<file path="config.mk">
export PLATFORM = sky130hd
export DESIGN_NAME = mux_nto1_pipe
export DESIGN_NICKNAME = d
export VERILOG_FILES = /design/src/rtl/mux_nto1_pipe.sv
export SDC_FILE = /design/constraint.sdc
export NUM_CORES = 1
export LEC_CHECK = 0
export ABC_CLOCK_PERIOD_IN_PS = 1300
export CORE_MARGIN = 3
export CORE_UTILIZATION = 35
export DETAILED_ROUTE_END_ITERATION = 8
export PLACE_DENSITY = 0.77
export SLEW_MARGIN = 5
export SYNTH_ARGS = -nofsm -noshare
export SYNTH_HDL_FRONTEND = slang
export SYNTH_SLANG_ARGS = --single-unit
</file>
<file path="constraint.sdc">
create_clock -name clk_i -period 1.3 [get_ports clk_i]
set_input_delay 0.26 -clock clk_i [delete_from_list [all_inputs] [get_ports clk_i]]
set_output_delay 0.26 -clock clk_i [all_outputs]
set_load 0.05 [all_outputs]
</file>
<file path="src/rtl/mux_nto1_pipe.sv">
// ---------------------------------------------------------------------------
// mux_nto1_pipe
//
// Registered N-to-1 operand selector for the pipelined datapath. One of
// CHANNELS input channels of SIZE bits is copied into a one-entry output
// register. The register has a valid/ready handshake, so downstream stalls
// are absorbed without losing data.
//
// Parameters
//   SIZE      data width of each channel and of data_o (1..64)
//   CHANNELS  number of input channels (2..8)
//   SEL_W     select width, 2**SEL_W >= CHANNELS
//
// Ports
//   clk_i      system clock, rising edge
//   rst_i      synchronous active-low reset
//   data_i     flattened channels, channel k at [k*SIZE +: SIZE]
//   select_i   channel select, sampled on accept
//   valid_i    upstream offers a selection this cycle
//   ready_o    block can accept this cycle (combinational, !valid_o || ready_i)
//   flush_i    drop the held output and ignore valid_i this cycle
//   data_o     registered selected data
//   sel_o      registered effective select that produced data_o
//   valid_o    data_o/sel_o hold a valid result
//   ready_i    downstream consumes data_o this cycle when valid_o=1
//   sel_err_o  sticky: an out-of-range select was accepted (reset clears it)
// ---------------------------------------------------------------------------
module mux_nto1_pipe #(
    parameter int unsigned SIZE     = 32,
    parameter int unsigned CHANNELS = 3,
    parameter int unsigned SEL_W    = 2
) (
    input  logic                     clk_i,
    input  logic                     rst_i,
    input  logic [CHANNELS*SIZE-1:0] data_i,
    input  logic [SEL_W-1:0]         select_i,
    input  logic                     valid_i,
    output logic                     ready_o,
    input  logic                     flush_i,
    output logic [SIZE-1:0]          data_o,
    output logic [SEL_W-1:0]         sel_o,
    output logic                     valid_o,
    input  logic                     ready_i,
    output logic                     sel_err_o
);

    // One extra bit so CHANNELS is representable even when 2**SEL_W == CHANNELS.
    localparam logic [SEL_W:0]   CHANNELS_W = (SEL_W + 1)'(CHANNELS);
    localparam logic [SEL_W-1:0] LAST_SEL   = SEL_W'(CHANNELS - 1);

    logic [SIZE-1:0]  data_q,  data_d;
    logic [SEL_W-1:0] sel_q,   sel_d;
    logic             valid_q, valid_d;
    logic             err_q,   err_d;

    logic             accept;
    logic             in_range;
    logic [SEL_W-1:0] eff_sel;
    logic [SIZE-1:0]  picked;

    // Handshake: ready never looks at valid_i, so no valid->ready loop exists.
    always_comb begin
        ready_o = !valid_q || ready_i;
        accept  = valid_i && ready_o && !flush_i;
    end

    // Unused select codes route to the last channel (legacy behaviour).
    always_comb begin
        in_range = ({1'b0, select_i} < CHANNELS_W);
        eff_sel  = in_range ? select_i : LAST_SEL;
    end

    always_comb begin
        picked = '0;
        for (int unsigned k = 0; k < CHANNELS; k++) begin
            if (eff_sel == SEL_W'(k)) begin
                picked = data_i[k*SIZE +: SIZE];
            end
        end
    end

    // Priority: flush > accept > drain > hold.
    always_comb begin
        data_d  = data_q;
        sel_d   = sel_q;
        valid_d = valid_q;
        err_d   = err_q;
        if (flush_i) begin
            valid_d = 1'b0;
        end else if (accept) begin
            data_d  = picked;
            sel_d   = eff_sel;
            valid_d = 1'b1;
            if (!in_range) begin
                err_d = 1'b1;
            end
        end else if (valid_q && ready_i) begin
            valid_d = 1'b0;
        end
    end

    always_ff @(posedge clk_i) begin
        if (!rst_i) begin
            data_q  <= '0;
            sel_q   <= '0;
            valid_q <= 1'b0;
            err_q   <= 1'b0;
        end else begin
            data_q  <= data_d;
            sel_q   <= sel_d;
            valid_q <= valid_d;
            err_q   <= err_d;
        end
    end

    always_comb begin
        data_o    = data_q;
        sel_o     = sel_q;
        valid_o   = valid_q;
        sel_err_o = err_q;
    end

endmodule

</file>
==> impl_summary.log <==
[metrics] switching power total: 0.0009422 W
[metrics] max_slew headroom: 84.79%
[metrics] floorplan die area: 0.006571 mm2
[metrics] fraction of the yosys area taken by sequential cells: 36.55%
[metrics] final slew viol count: 0
[metrics] routed via count: 2165
[metrics] nature of the critical path startpoint: input port
[metrics] total global routing overflow: 0
[metrics] antenna viol nets, final: 0
[metrics] clock network fraction of design power: 25.2%
[metrics] post-synthesis instance area: 0.001972 mm2
[metrics] starting DRC count in detailed routing: 88
[metrics] required time of the worst setup path: 1480 ps
[metrics] cell with the most instances after synthesis: dfxtp_1
[metrics] number of buffers created by CTS: 5
[metrics] clock tree root driver cell: clkbuf_8
[metrics] flip-flop and latch count after synthesis: 36
[metrics] WL final: 6889 um
[metrics] slew at the pin with the worst max-slew slack: 227.4 ps
[metrics] non-filler instance count after layout: 422
[metrics] Post-synth top cells: dfxtp_1, nand2b_1, a211o_1, a32o_1, nor2b_1
[metrics] Crit Path Category: input port to flop
[metrics] nets: 454
[metrics] share of power burned in registers: 37.7%
[metrics] period utilisation layout: 100.7%
[metrics] cell total after placement: 408
[metrics] final hold viol count: 0
[metrics] crit-path max FO: 8
[metrics] post-layout power: 0.003269 W
[metrics] area growth from synthesis to final layout: 108.0%
[metrics] maximum clock insertion buffer count: 2
[metrics] FF+latch area: 721.9 um2
[metrics] layout cells sized above 1: 21.59%
[metrics] worst hold margin: 445.2 ps
[metrics] Setup TNS: -16.32 ps
[metrics] synthesized net count: 304
[metrics] area share of the largest cell type after synthesis: 36.55%
[metrics] maximum VDD drop: 0.7834 mV
[metrics] Layout fillers: 367
[metrics] clock-pin slew on the worst setup and hold paths: 70 ps
[metrics] pwr dens: 797.1 mW/mm2
[metrics] leakage power: 1.633 nW
[metrics] final routed DRC violation total: 0
[metrics] total track usage: 20.39%
[metrics] Compound-Gate Fraction of Synth Area: 32.74%
[metrics] Post-synth EDFFs: 0
[metrics] ranking of synthesized cells by area: dfxtp_1, a32o_1, a211o_1
[metrics] Max Cap Violations: 0
[metrics] count of yosys warnings during synthesis: 0
[metrics] internal power component: 0.002327 W
[metrics] XOR/XNOR Fraction of Synth Area: 0%
[metrics] status: finished with violations
[metrics] pin count of the biggest net entering global routing: 40
[metrics] post-synthesis simple-gate area fraction: 23.79%
[metrics] Port Buffers: 139
[metrics] final setup margin: -9.262 ps
[metrics] violations in the final reports: negative setup slack
[metrics] cell taking the most area after synthesis: dfxtp_1
[metrics] final critical delay including setup and external delays: 1309 ps
[metrics] Final GP Congestion: 0.7365
[metrics] maximum achievable frequency: 0.7638 GHz
[metrics] number of antenna violations at the first check in global routing: 0
[metrics] unique cell type count in the Yosys netlist: 22
[metrics] effective utilization at floorplan: 37.42%
[metrics] critical path capture point type: flop
[metrics] diode insertion count for antenna repair: 0
[metrics] clk_skew: 6.900 ps
[metrics] setup violators final: 7
[metrics] Die Y: 81.06 um
[metrics] routed vias/inst: 5.130
[metrics] portion of netlist area occupied by mux cells: 0%
[metrics] HPWL after detailed placement: 5168 um
[metrics] fin area: 0.004101 mm2
[metrics] area occupied by multi-input gates: 0.001145 mm2
[metrics] Logic pwr share: 37.1%
[metrics] instance area at placement: 0.003905 mm2
[metrics] 1st-pass router iterations: 4
[metrics] width of the chip: 81.06 um
[metrics] clock tree from TritonCTS: yes
[metrics] global-route wire length before repair: 10170 um
[metrics] Most used DFF post-synth: dfxtp_1
[metrics] IO Pins: 140
[metrics] Std-Cell Rows: 26
[metrics] async set-reset flop share out of synthesis: 0%
[metrics] wire per inst: 16.32 um
[metrics] number of clock sinks seen by CTS: 36
[metrics] fraction of power spent switching nets: 28.82%
[metrics] area of the core: 0.005270 mm2
[metrics] dominant combinational cell family by area after synthesis: compound AO/OA/AOI/OAI gates
[metrics] unrepaired setup endpoints after global routing: true
[metrics] H-tree level count: 2
[metrics] number of global-route vias before repair: 2135
[metrics] Syn Inst Count: 201
[metrics] worst min-delay path class: input port to flop
[metrics] latest clock arrival within the worst-skew pair: 290 ps
[metrics] arrival time reported for the critical path endpoint: 1490 ps
[metrics] share of synthesized cell area in full adder, half adder and majority cells: 0%
[metrics] hold-fix buffers at CTS: 0
[metrics] synthesized area per cell: 9.810 um2
## critical path, cell delays in order
cell	delay [ps]
clkdlybuf4s50_1	430
nand2b_4	170
o21a_4	260
clkbuf_16	170
a32o_1	200
## repair_timing
action / 4_1_cts / 5_1_grt
buffers inserted: 2 / 2
gates cloned: 1 / 1
setup endpoints to repair: 34 / 34
hold endpoints to repair: 0 / 0
resized for setup: 7 / 2
pin swaps: 2 / 0
## sequential cells by signal, indices dropped and copies added (netlist names)
signal / count
sel_err_o: 1
valid_o: 1
data_o: 32
sel_o: 2
## layout by cell type (no fill, tap or decap), types with 2 or more instances in the layout
cell / instances
clkdlybuf4s50_1: 98
buf_12: 43
dfxtp_1: 35
nand2b_1: 33
a211o_1: 32
a32o_1: 32
nor2b_1: 24
buf_4: 14
and2b_1: 8
clkbuf_8: 6
inv_1: 2
o21ai_0: 2
a21boi_1: 2
clkbuf_1: 2
buf_2: 2
dlygate4sd2_1: 2
buf_6: 2
## stage by stage
step	util [%]	worst slack [ps]
after floorplan	-	6.057
after global placement	74.10	-282.1
after detailed placement	74.10	-344.3
after CTS	76.92	2.404
after global routing	77.83	-47.46
final	77.83	-9.262
## per-layer routing
layer / vias to the layer above / GRT usage (%) / share of wire (%)
met1: 1005 / 22.45 / 38
met5: - / 0 / 0
met4: 0 / 5.236 / 1.4
li1: 1061 / - / -
met3: 7 / 9.091 / 11
met2: 92 / 35.63 / 49
## cell type report
class | count | area share [%]
sequential | 36 | 17.60
tap | 70 | 2.135
multi-input combinational | 143 | 27.91
inverter | 2 | 0.1830
timing repair buffer | 163 | 49.97
clock buffer | 8 | 2.196
## power groups by stage
stage / Sequential, W / Combinational [W] / Clock, W
after floorplan: 0.00144 / 0.000295 / 0
after global placement: 0.00125 / 0.00116 / 0
after detailed placement: 0.00126 / 0.00118 / 0
after CTS: 0.00123 / 0.00120 / 0.000856
after global routing: 0.00124 / 0.00128 / 0.000899
final: 0.00123 / 0.00121 / 0.000825
## cells by family (layout without fill, tap and decap cells)
family,Yosys count,in the layout
flip-flops,36,36
buffers and inverters,22,173
AO/OA/AOI/OAI,71,71
AND/OR/NAND/NOR,72,72
## worst paths after layout
kind | start | to | slack, ps | cells past startpoint
setup / recovery | flush_i | data_o[14]$_SDFFE_PN0P_ | -9 | 5
setup reg to reg | valid_o$_SDFFE_PP0P_ | data_o[14]$_SDFFE_PN0P_ | 0 | 5
hold / removal | select_i[1] | sel_o[1]$_SDFFE_PN0P_ | 450 | 3
hold reg to reg | sel_o[1]$_SDFFE_PN0P_ | sel_o[1]$_SDFFE_PN0P_ | 520 | 2
(Power assumes the default switching activity.)
